## config.mk

```make
export PLATFORM = sky130hd
export DESIGN_NAME = gray_window_gen
export DESIGN_NICKNAME = d
export VERILOG_FILES = /design/src/rtl/gray_window_gen_pkg.sv /design/src/rtl/gray_line_ram.sv /design/src/rtl/gray_window_gen.sv
export SDC_FILE = /design/constraint.sdc
export NUM_CORES = 1
export LEC_CHECK = 0
export BUFFER_PORTS_ARGS = -buffer_cell sky130_fd_sc_hd__buf_2
export CORE_ASPECT_RATIO = 1.2
export CORE_UTILIZATION = 44
export CTS_CLUSTER_SIZE = 14
export DETAILED_ROUTE_END_ITERATION = 12
export GPL_TIMING_DRIVEN = 1
export SLEW_MARGIN = 5
export SYNTH_ARGS = -nofsm -noshare
export SYNTH_HDL_FRONTEND = slang
export SYNTH_HIERARCHICAL = 1
export SYNTH_SLANG_ARGS = --single-unit
export TNS_END_PERCENT = 5
```

## constraint.sdc

```tcl
create_clock -name clk -period 5.4 [get_ports clk]
set_input_delay 0.54 -clock clk [delete_from_list [all_inputs] [get_ports clk]]
set_output_delay 0.54 -clock clk [all_outputs]
set_load 0.005 [all_outputs]
```

## src/rtl/gray_window_gen_pkg.sv

```systemverilog
// Shared types for the grayscale sliding-window generator: pixel/address widths
// and the stage-1 pipeline record.
`ifndef CNN_DATA_IN_W
`define CNN_DATA_IN_W 8
`endif
`ifndef CNN_GRAY_BUFFER_ADDR_W
`define CNN_GRAY_BUFFER_ADDR_W 5
`endif

package gray_window_gen_pkg;

    localparam int PIX_W  = `CNN_DATA_IN_W;
    localparam int ADDR_W = `CNN_GRAY_BUFFER_ADDR_W;

    typedef logic [PIX_W-1:0]  pix_t;
    typedef logic [ADDR_W-1:0] addr_t;

    typedef struct packed {
        logic  valid;
        addr_t row;
        addr_t col;
        pix_t  pix;
    } stage_t;

    function automatic addr_t wrap_inc(input addr_t v, input int unsigned last);
        return (v == addr_t'(last)) ? '0 : v + addr_t'(1);
    endfunction

endpackage

```

## src/rtl/gray_line_ram.sv

```systemverilog
// One image-row line buffer: simple dual-port RAM with a registered,
// enable-gated read port (1-cycle read latency). Contents are never cleared.
module gray_line_ram
    import gray_window_gen_pkg::*;
#(
    parameter int DEPTH = 28
) (
    input  logic  clk,
    input  logic  we,
    input  addr_t waddr,
    input  pix_t  wdata,
    input  logic  re,
    input  addr_t raddr,
    output pix_t  rdata
);

    pix_t mem [DEPTH];
    pix_t rdata_q;

    always_ff @(posedge clk) begin
        if (we) mem[waddr] <= wdata;
        if (re) rdata_q <= mem[raddr];
    end

    assign rdata = rdata_q;

endmodule

```

## src/rtl/gray_window_gen.sv

```systemverilog
// KxK sliding window builder over a raster grayscale stream: K-1 line RAMs hold
// previous rows, a shift register holds the window, one column per pixel.
module gray_window_gen
    import gray_window_gen_pkg::*;
#(
    parameter int IMG_IN_WIDTH  = 28,
    parameter int IMG_IN_HEIGHT = 28,
    parameter int KERNEL        = 5
) (
    input  logic                                        clk,
    input  logic                                        rst_n,
    input  logic                                        din_valid,
    input  logic                                        din_sof,
    input  logic [`CNN_DATA_IN_W-1:0]                   din,
    output logic                                        win_valid,
    output logic [KERNEL*KERNEL*`CNN_DATA_IN_W-1:0]     win,
    output logic [`CNN_GRAY_BUFFER_ADDR_W-1:0]          win_row,
    output logic [`CNN_GRAY_BUFFER_ADDR_W-1:0]          win_col,
    output logic                                        frame_done
);

    localparam int    NRAM = KERNEL - 1;
    localparam addr_t KM1  = addr_t'(KERNEL - 1);

    addr_t  col_q, col_d, row_q, row_d;
    addr_t  cur_col, cur_row;
    stage_t s1_q, s1_d;
    pix_t   rd_data [NRAM];
    pix_t   wr_data [NRAM];
    pix_t   win_q [KERNEL][KERNEL];
    pix_t   win_d [KERNEL][KERNEL];
    logic   win_valid_q, win_valid_d;
    logic   frame_done_q, frame_done_d;
    addr_t  win_row_q, win_row_d, win_col_q, win_col_d;
    logic   qual;

    // A start-of-frame pixel overrides whatever position the counters hold.
    always_comb begin
        cur_col = (din_valid && din_sof) ? '0 : col_q;
        cur_row = (din_valid && din_sof) ? '0 : row_q;
        col_d   = col_q;
        row_d   = row_q;
        if (din_valid) begin
            col_d = wrap_inc(cur_col, IMG_IN_WIDTH - 1);
            row_d = (cur_col == addr_t'(IMG_IN_WIDTH - 1)) ? wrap_inc(cur_row, IMG_IN_HEIGHT - 1)
                                                             : cur_row;
        end
        s1_d.valid = din_valid;
        s1_d.row   = cur_row;
        s1_d.col   = cur_col;
        s1_d.pix   = din;
    end

    // Line RAMs form a vertical shift chain: each row moves one RAM deeper.
    always_comb begin
        wr_data[0] = s1_q.pix;
        for (int i = 1; i < NRAM; i++) wr_data[i] = rd_data[i-1];
    end

    for (genvar i = 0; i < NRAM; i++) begin : g_line
        gray_line_ram #(.DEPTH(IMG_IN_WIDTH)) u_ram (
            .clk   (clk),
            .we    (s1_q.valid),
            .waddr (s1_q.col),
            .wdata (wr_data[i]),
            .re    (din_valid),
            .raddr (cur_col),
            .rdata (rd_data[i])
        );
    end

    always_comb begin
        win_d = win_q;
        if (s1_q.valid) begin
            for (int r = 0; r < KERNEL; r++) begin
                for (int c = 0; c < KERNEL - 1; c++) win_d[r][c] = win_q[r][c+1];
            end
            for (int r = 0; r < KERNEL - 1; r++) win_d[r][KERNEL-1] = rd_data[KERNEL-2-r];
            win_d[KERNEL-1][KERNEL-1] = s1_q.pix;
        end
    end

    // Columns left of K-1 carry stale previous-row data; qualification hides them.
    always_comb begin
        qual         = s1_q.valid && (s1_q.row >= KM1) && (s1_q.col >= KM1);
        win_valid_d  = qual;
        frame_done_d = qual && (s1_q.row == addr_t'(IMG_IN_HEIGHT - 1))
                            && (s1_q.col == addr_t'(IMG_IN_WIDTH - 1));
        win_row_d    = win_row_q;
        win_col_d    = win_col_q;
        if (qual) begin
            win_row_d = s1_q.row - KM1;
            win_col_d = s1_q.col - KM1;
        end
    end

    always_ff @(posedge clk or negedge rst_n) begin
        if (!rst_n) begin
            col_q        <= '0;
            row_q        <= '0;
            s1_q         <= '0;
            win_valid_q  <= 1'b0;
            frame_done_q <= 1'b0;
            win_row_q    <= '0;
            win_col_q    <= '0;
            for (int r = 0; r < KERNEL; r++) begin
                for (int c = 0; c < KERNEL; c++) win_q[r][c] <= '0;
            end
        end else begin
            col_q        <= col_d;
            row_q        <= row_d;
            s1_q         <= s1_d;
            win_valid_q  <= win_valid_d;
            frame_done_q <= frame_done_d;
            win_row_q    <= win_row_d;
            win_col_q    <= win_col_d;
            win_q        <= win_d;
        end
    end

    always_comb begin
        win = '0;
        for (int r = 0; r < KERNEL; r++) begin
            for (int c = 0; c < KERNEL; c++) win[(r*KERNEL+c)*PIX_W +: PIX_W] = win_q[r][c];
        end
    end

    assign win_valid  = win_valid_q;
    assign frame_done = frame_done_q;
    assign win_row    = win_row_q;
    assign win_col    = win_col_q;

endmodule

```

# == Word level (Yosys, flattened, before mapping) ==
# Memories as Yosys holds them, arrays and structs flattened. A register that Yosys moved wholly into a read port is not among the register bits.
# Index checks and enable logic that the tools add are counted.
# word_totals
n_memories,4
input_bits,12
register_bits,241
wordCells,61
mem_bits_rw,896
# memory_table
memory,words,width,read_ports,rd_clocked_by_memory_dff,wr,line,rtl
g_line[0].u_ram.mem,28,8,1,1,1,gray_line_ram.sv:17,pix_t mem [DEPTH];
g_line[1].u_ram.mem,28,8,1,1,1,gray_line_ram.sv:17,
g_line[2].u_ram.mem,28,8,1,1,1,gray_line_ram.sv:17,
g_line[3].u_ram.mem,28,8,1,1,1,gray_line_ram.sv:17,
# classes
magnitude_cmp,2
eq_ne,4
reduce_logical,5
n_mux,7
add_sub_neg,4
# op_table
op,count
5-bit 2-to-1 mux,5
"5-bit equality test, second input constant",4
"5-bit by 1-bit adder with 5-bit output, second input constant",2
"5-bit by 3-bit >= comparator with 1-bit output, second input constant",2
"5-bit by 3-bit subtractor with 5-bit output, second input constant",2
1-bit logical AND,5
1-bit 2-to-1 mux,2

# == Logic depth before layout (Yosys ltp) ==
# Gate-level depths: netlist of the first run.
# depth
ltp_word,5
depth_mapped,11
ltp_nobuf,7

# == Hierarchy ==
# Netlist of the first run, hierarchy kept.
# modules_own_cells
mod,seq_area_each_um2,area_each_um2,cells_per_inst,n_inst
gray_line_ram,6966.7,9132.5,476,4
gray_window_gen,6030.8,9036.2,552,1

# == Worst setup path after synthesis of the first run ==
# Ideal clock, no wire load.
# synth_path
path_kind,input -> register
from,input din_sof
to,"register g_line[0].u_ram.rdata_q[1], read port of g_line[0].u_ram.mem (data pin)"
slack_ns,2.849
n_path_buf,3
cell_stages,9
t_required_ns,5.126
arrival_ns,2.277
cell_sequence,clkbuf_1 nand2_1 and2_1 buf_6 buf_12 mux4_1 o22ai_1 a21o_1 a31oi_1
# synth_via
elab_chain_cells,2
# synth_rtl
element,line,rtl
start: declaration,gray_window_gen.sv:13,"input logic din_sof,"
1-bit logical AND,gray_window_gen.sv:39,cur_col = (din_valid && din_sof) ? '0 : col_q;
5-bit 2-to-1 mux,gray_window_gen.sv:39,
named net cur_col[0],gray_window_gen.sv:26,"addr_t cur_col, cur_row;"
end: declaration,gray_line_ram.sv:18,pix_t rdata_q;
# The timed path passes the listed nets, and every way through them passes these cells.
# A chain may end at the register's enable or synchronous reset.

# == Worst setup path after layout of the first run ==
# layout_path
from,register col_q[2]
to,"register g_line[3].u_ram.rdata_q[0], read port of g_line[3].u_ram.mem (data pin)"
# layout_via
elab_chain_cells,1
# layout_rtl
element,line,rtl
start: declaration,gray_window_gen.sv:25,"addr_t col_q, col_d, row_q, row_d;"
start signal: assignment,gray_window_gen.sv:110,col_q <= col_d;
5-bit 2-to-1 mux,gray_window_gen.sv:39,
named net cur_col[2],gray_window_gen.sv:26,
end: declaration,gray_line_ram.sv:18,
# The timed path passes the listed nets, and every way through them passes these cells.

==> results of run 1 <==
-- stage by stage --
| stage | util, % | worst slack [ns] | cells |
|---|---|---|---|
| floorplan | - | 2.85 | 2456 |
| global placement | 46.9 | 1.80 | 3964 |
| detailed placement | 46.9 | 1.64 | 3964 |
| CTS | 50.8 | 2.17 | 4189 |
| global route | 50.8 | 1.93 | 4189 |
| finish | 50.8 | 2.18 | 4189 |
-- critical path, cell delays in order, from the launching register on --
cell	delay [ns]
dfrtp_1	0.43
and2_4	0.73
buf_4	0.45
nor2b_1	0.82
a22oi_1	0.23
nand3_1	0.17
nand4_1	0.10
-- power groups by stage --
stage,Combinational [uW],Clock [uW],Sequential (uW)
global route,4510,8570,12400
detailed placement,4210,0,12500
global placement,4140,0,12400
finish,4180,8060,12300
floorplan,2270,0,12200
CTS,4230,8220,12300
-- cells in the final DEF (no fill, tap or decap), types with 25 or more instances in the layout --
| master | Yosys | routed |
|---|---|---|
| clkinv_1 | 0 | 25 |
| nand3_1 | 84 | 84 |
| clkbuf_16 | 0 | 121 |
| mux4_2 | 48 | 48 |
| dfrtp_1 | 241 | 239 |
| buf_4 | 8 | 38 |
| nor2_1 | 132 | 132 |
| mux2i_1 | 278 | 278 |
| a22oi_1 | 100 | 100 |
| buf_2 | 45 | 222 |
| mux4_1 | 44 | 44 |
| nand4_1 | 25 | 25 |
| edfxtp_1 | 928 | 928 |
| mux2_2 | 203 | 203 |
| nand2_1 | 43 | 43 |
-- state kept, by name, indices dropped and copies added, names as in the netlist --
name                cells
s1_q                   19
win_row                 5
col_q                   5
win_valid               1
win                   200
win_col                 5
frame_done              1
g_line.u_ram/rdata     32
g_line.u_ram/mem      896
row_q                   5
-- per-layer routing --
metal | up-vias | track usage, % | wire (um)
li1 | 10297 | - | -
met1 | 12254 | 27.1 | 43400
met2 | 884 | 33.1 | 51900
met3 | 164 | 3.11 | 6910
met4 | 2 | 6.47 | 2680
met5 | - | 0 | 8
-- cells by family after synthesis --
family / synth area share [%]
adders and majority gates: 0.220
buffers and inverters: 2.06
DFF: 74.4
and+or+nand+nor: 4.03
muxes: 16.2
AOI/OAI and AO/OA: 3.07
xor gates and xnor gates: 0.0384
-- layout make-up --
class,count,share of cell area [%]
sequential,1169,65.4
clock inverter,69,1.21
clock buffer,147,6.27
inverter,8,0.0579
tap,1365,3.29
multi-input combinational,1157,20.7
timing repair buffer,274,3.05
-- worst min-delay path by stage --
stage / from / to / slack (ns) / cells past startpoint
6_report: din_sof / col_q[2] / 0.24 / 3
5_1_grt: din_sof / col_q[2] / 0.25 / 3
4_1_cts: din_sof / col_q[2] / 0.19 / 3
3_5_place_dp: col_q[0] / col_q[0] / 0.49 / 1
3_3_place_gp: col_q[0] / col_q[0] / 0.48 / 1
2_1_floorplan: rst_n / col_q[0] / 0.24 / 0
-- timing repair --
item	in CTS	in global routing
setup endpoints to repair	0	0
hold endpoints to repair	114	0
gates resized for setup	0	0
hold buffers	9	0
==> summary.txt, run 1 <==
Outcome
  – Outcome: finished clean

Routing
  – Routed len/inst: 25.0 um
  – DRC viols: 0
  – Post-DR vias/cell: 5.63
  – WL final: 105000 um
  – Routed Antenna Nets: 0
  – DR vias: 23601
  – TritonRoute pass-1 iters: 5
  – DRT iter0 DRCs: 2167

Setup path
  – R2r worst-path depth: 6
  – Crit Path Class: reg -> reg
  – CP arrival: around 3.7 ns
  – Required @ worst endpoint: 5.85 ns
  – Critical Path Source: col_q[2]
  – R2R Setup Slk: about 2.2 ns
  – Critical Path Sink: g_line[3].u_ram/rdata[0]
  – Crit. End Element: register
  – Reg-to-Reg End: g_line[3].u_ram/rdata[0]
  – Critical Path Start Type: register
  – Critical R2R Launch: col_q[2]
  – Critical-path maximum fanout: 55

GRT
  – Tot GR Track Use: about a fifth
  – Vias in the first global route: 24082
  – Grt ovf: 0
  – Antenna violations before repair: 4
  – Largest net degree at the start of global routing: 136
  – First-pass GRT wire length: approximately 160000 um

Floorplan
  – Top Ports: 224
  – Die height: roughly 350 um
  – Std-Cell Rows: 128
  – Width of the die: 296 um
  – Core ar.: 0.102 mm^2
  – Initial core utilization: 44.7%
  – Die area: 0.105 mm^2

Timing
  – Setup TNS: 0 ns
  – Fin crit share: about three fifths
  – RSZ-0062 raised after global routing: false
  – Clk_skew: just over 0.04 ns
  – Slew headroom: 14.2%
  – Worst-Margin Slew: around 1.3 ns
  – Hold Fails Final Rpt: 0
  – Final setup vio count: 0
  – WHS: roughly 0.24 ns
  – Max Slew Vio Count: 0
  – FMAX: 311 MHz
  – Final Critical Period: 3.22 ns

Synth
  – Mapped Area: 0.0456 mm^2
  – Yosys top cell area share: 61.2%
  – Syn Inst Count: 2456
  – Async set-reset flop share out of synthesis: 20.6%
  – Register bit total from synthesis: 1169
  – Most numerous cell in the Yosys netlist: edfxtp_1
  – Synth unique cells: 47
  – Avg Inst Size Synth: 18.6 um^2
  – Register area share after synthesis: 74.4%
  – Synth area leader: edfxtp_1
  – Syn. warnings: 6
  – Mapped Nets: 2476
  – Synth area leaders: edfxtp_1, dfrtp_1, mux2i_1, mux2_2, mux4_1
  – Main flop type after synthesis: edfxtp_1
  – Number of synthesized flops with an enable pin: 928
  – Most common library cells after synthesis: edfxtp_1, mux2i_1, dfrtp_1, mux2_2, nor2_1

Pwr
  – Pwr Total: roughly 25000 uW
  – Switching fraction of total power: 27.7%
  – Max VDD drop: 0.329 mV
  – Switching power: 6810 uW
  – Power density over cell area: roughly 470 mW/mm^2
  – P_leak: about 0.018 uW
  – Sequential share of power: roughly half
  – Clock share of power: 32.8%
  – Gate power share: 17.0%
  – Internal power: 17700 uW

Clocking
  – Clk slew on worst S/H paths: 0.06 ns
  – CTS max path bufs: 3
  – TritonCTS clock tree: built
  – Clk sinks: approximately 1200
  – Root buffer cell: clkbuf_16
  – Setup Buffers After CTS: 0
  – Clock Latency Late Sink: 0.70 ns
  – H-tree depth: 3
  – Clock buffers created by TritonCTS: 116

Final layout
  – N_diodes: 0
  – Register area: ~0.034 mm^2
  – Area of the multi-input gates: 0.0107 mm^2
  – Final std cell area, no fill: roughly 0.052 mm^2
  – Total Nets Final: 2746
  – # fillers: 8312
  – Layout area overhead: 13.8%
  – Share of cells above drive strength 1: about a quarter

Flow run
  – Max-cap violation count: 0

Placement
  – Routability cong.: 0.818
  – IO buf count: 223
  – Area post-placement: 0.0479 mm^2
  – Post-DP HPWL: 66300 um

Min path
  – Hold Path Class: in -> reg
Power figures use the tool's default switching activity.
==> run 2: changes to the inputs <==
- ABC_AREA: unset -> 1
- clock period: 5.4 -> 3.4 ns (I/O delays scaled with it)
==> summary.txt, run 2 <==
Routing
  – Met3 wire len: 7830 um (+13%)
  – Top Metal Used: met4
  – Routed len/inst: 20.0 um (-20%)
  – WL final: 124000 um (+18%)
  – DRT iter0 DRCs: 2796 (+29%)
  – DRT met1 WL: 50700 um (+17%)
  – DR vias: 31888 (+35%)
  – Met2 WL post-DR: 61800 um (+19%)
  – DRC viols: 0 (unchanged)
  – Routed Antenna Nets: 0 (unchanged)
  – TritonRoute pass-1 iters: 7 (+2)
  – Post-DR vias/cell: 5.15 (-8.6%)

Timing
  – Hold Fails Final Rpt: 0 (unchanged)
  – Max Slew Vio Count: 0 (unchanged)
  – Clk_skew: 0.0201 ns (-0.0215 ns)
  – Final WS setup: 0.624 ns (-1.56 ns)
  – Slew headroom: 16.0% (+1.8 points)
  – RSZ-0062 raised after global routing: false
  – Fin crit share: 81.6% (+22 points)
  – Setup TNS: 0 ns (unchanged)
  – FMAX: 360 MHz (+16%)
  – Final setup vio count: 0 (unchanged)
  – Final Critical Period: 2.78 ns (-0.442 ns)
  – Worst-Margin Slew: 1.26 ns (-0.0274 ns)

Synth
  – Post-Synth Adder-Cell Area: 0.206% (-0.014 points)
  – Synth unique cells: 33 (-30%)
  – Register area share after synthesis: 69.7% (-4.7 points)
  – Simple-gate share of the synthesized area: 18.6% (+15 points)
  – Compound-Gate Fraction of Synth Area: 3.46% (+0.39 points)
  – Most common library cells after synthesis: nand2_1, edfxtp_1, nand3_1, nor2_1, inv_1
  – Register bit total from synthesis: 1169 (unchanged)
  – Number of synthesized flops with an enable pin: 928 (unchanged)
  – Main flop type after synthesis: edfxtp_1
  – Synth area leader: edfxtp_1
  – Syn Inst Count: 4407 (+79%)
  – Mapped Area: 0.0486 mm^2 (+6.7%)
  – Yosys top cell area share: 57.3% (-3.8 points)
  – Synth area leaders: edfxtp_1, dfrtp_1, nand2_1, nand3_1, nor2_1
  – Mapped Nets: 4427 (+79%)
  – Main combinational cell family by area after synthesis: simple AND/OR/NAND/NOR gates
  – Async set-reset flop share out of synthesis: 20.6% (unchanged)
  – Mux contribution to synthesized area: 1.17% (-15 points)
  – Avg Inst Size Synth: 11.0 um^2 (-41%)
  – Most numerous cell in the Yosys netlist: nand2_1
  – Syn. warnings: 6 (unchanged)
  – Xor/xnor share of the synthesized area: 0.0541% (+0.016 points)

Setup path
  – Critical path's top delay family: simple AND/OR/NAND/NOR gates
  – R2r worst-path depth: 2 (-4)
  – Critical-path cell list: nand3_1 > nor2_1
  – Slowest CP cell: dfrtp_1
  – Required @ worst endpoint: 3.75 ns (-2.10 ns)
  – Critical-path maximum fanout: 19 (-65%)
  – CP Buf/Inv Count: 0 (-1)
  – Crit path largest cell delay: 1.04 ns (+0.22 ns)
  – Critical Path Start Type: register
  – Crit. End Element: register
  – Crit Path Class: reg -> reg
  – Crit path depth: 2 (-4)
  – CP arrival: 3.12 ns (-0.54 ns)

Final layout
  – N_diodes: 0 (unchanged)
  – Commonest cells after routing, fill and taps aside: nand2_1, edfxtp_1, nand3_1
  – Share of cells above drive strength 1: 13.3% (-12 points)
  – Final std cell area, no fill: 0.0553 mm^2 (+6.8%)
  – Commonest non-fill, non-tap cell in the layout: nand2_1
  – Final Util: 50.5% (-0.28 points)
  – Layout area overhead: 13.8% (about the same)
  – # fillers: 9633 (+16%)
  – Max reg flops: 896 (unchanged)
  – Largest register by flop count: g_line.u_ram/mem
  – Total Nets Final: 4688 (+71%)

Pwr
  – Clock share of power: 34.2% (+1.4 points)
  – Switching fraction of total power: 29.8% (+2.0 points)
  – Switching power: 11700 uW (+72%)
  – Internal power: 27700 uW (+56%)
  – Sequential share of power: 46.5% (-3.6 points)
  – Max VDD drop: 0.435 mV (+32%)
  – Pwr Total: 39400 uW (+60%)
  – Power density over cell area: 712 mW/mm^2 (+50%)
  – Gate power share: 19.3% (+2.3 points)
  – P_leak: 0.0228 uW (+24%)

Placement
  – Pre-CTS setup slack: 0.435 ns (-1.21 ns)
  – Area post-placement: 0.0512 mm^2 (+6.9%)
  – Routability cong.: 0.837 (+2.3%)
  – IO buf count: 223 (unchanged)
  – Post-DP HPWL: 77900 um (+18%)

Clocking
  – Clk slew on worst S/H paths: 0.06 ns (about the same)
  – CTS max path bufs: 3 (unchanged)
  – Root buffer cell: clkbuf_16
  – H-tree depth: 3 (unchanged)
  – Resize count post-CTS: 0 (unchanged)
  – Clock buffers created by TritonCTS: 118 (+1.7%)
  – Clk sinks: 1169 (unchanged)
  – TritonCTS clock tree: built
  – Clock Latency Late Sink: 0.73 ns (+0.03 ns)

Min path
  – Hold Path Class: in -> reg
  – Min-Delay Path Depth: 4 (+1)

Floorplan
  – Std-Cell Rows: 133 (+3.9%)
  – Die height: 366 um (+3.3%)
  – Width of the die: 305 um (+3.3%)
  – Initial core utilization: 44.4% (-0.27 points)
  – Top Ports: 224 (unchanged)
  – Core ar.: 0.109 mm^2 (+7.3%)
  – Die area: 0.112 mm^2 (+6.6%)

GRT
  – Vias in the first global route: 31050 (+29%)
  – Tot GR Track Use: 22.0% (+2.0 points)
  – Largest net degree at the start of global routing: 166 (+22%)
  – First-pass GRT wire length: 188000 um (+21%)
  – Grt ovf: 0 (unchanged)
  – Antenna violations before repair: 7 (+3)

Outcome
  – Outcome: finished clean

Flow run
  – Max-cap violation count: 0 (unchanged)
## run 2: per-layer routing
layer | up-vias | track usage [%]
met5 | - | 0
met1 | 15418 | 28.4
met4 | 0 | 7.64
met2 | 1094 | 37.8
li1 | 15179 | -
met3 | 197 | 3.15
## run 2: worst paths after layout
check | startpoint | end | slack, ns
min in group asynchronous | rst_n | win[2] | 0.22
setup reg to reg | s1_q[8] | g_line[1].u_ram/mem[11][5] | 0.62
setup / recovery | s1_q[8] | g_line[1].u_ram/mem[11][5] | 0.62
max in group asynchronous | rst_n | win[142] | 2.25
hold / removal | din_sof | s1_q[17] | 0.07
hold reg to reg | win_row[1] | win_row[1] | 0.47
## run 2: through the flow
stage | instances | hold slack (ns)
2_1_floorplan | 4407 | 0.0444
3_3_place_gp | 5956 | 0.430
3_5_place_dp | 5956 | 0.429
4_1_cts | 6191 | 0.0404
5_1_grt | 6191 | 0.0992
6_report | 6191 | 0.0743
## run 2: worst min-delay path: cells and delay by family
family	cells	cell delay [ns]
buffers and inverters	2	0.19
AND/OR/NAND/NOR	2	0.23
## run 2: power groups by stage
| stage | Combinational (uW) | Sequential [uW] | Clock [uW] |
|---|---|---|---|
| 2_1_floorplan | 4210 | 18600 | 0 |
| 3_3_place_gp | 7600 | 18600 | 0 |
| 3_5_place_dp | 7650 | 18600 | 0 |
| 4_1_cts | 7680 | 18300 | 13700 |
| 5_1_grt | 8410 | 18400 | 14200 |
| 6_report | 7600 | 18300 | 13500 |
## run 2: what timing repair did
item                                   4_1_cts  5_1_grt
endpoints found under the hold margin       99        0
setup buffers                                0        0
hold buffers                                 9        0
## run 2: cell families after synthesis
kind of cell | after synthesis
AND/OR/NAND/NOR | 2192
buffers and inverters | 670
XOR/XNOR | 3
AO/OA/AOI/OAI | 325
flip-flops | 1169
multiplexers | 40
adder cells (fa/ha/maj) | 8
## run 2: layout make-up
class,instances,area (um^2),share of cell area [%]
clock buffer,159,3300,5.96
clock inverter,67,781,1.41
inverter,440,1660,3.00
multi-input combinational,2568,11400,20.6
sequential,1169,33900,61.3
tap,1417,1770,3.20
timing repair buffer,371,2500,4.51
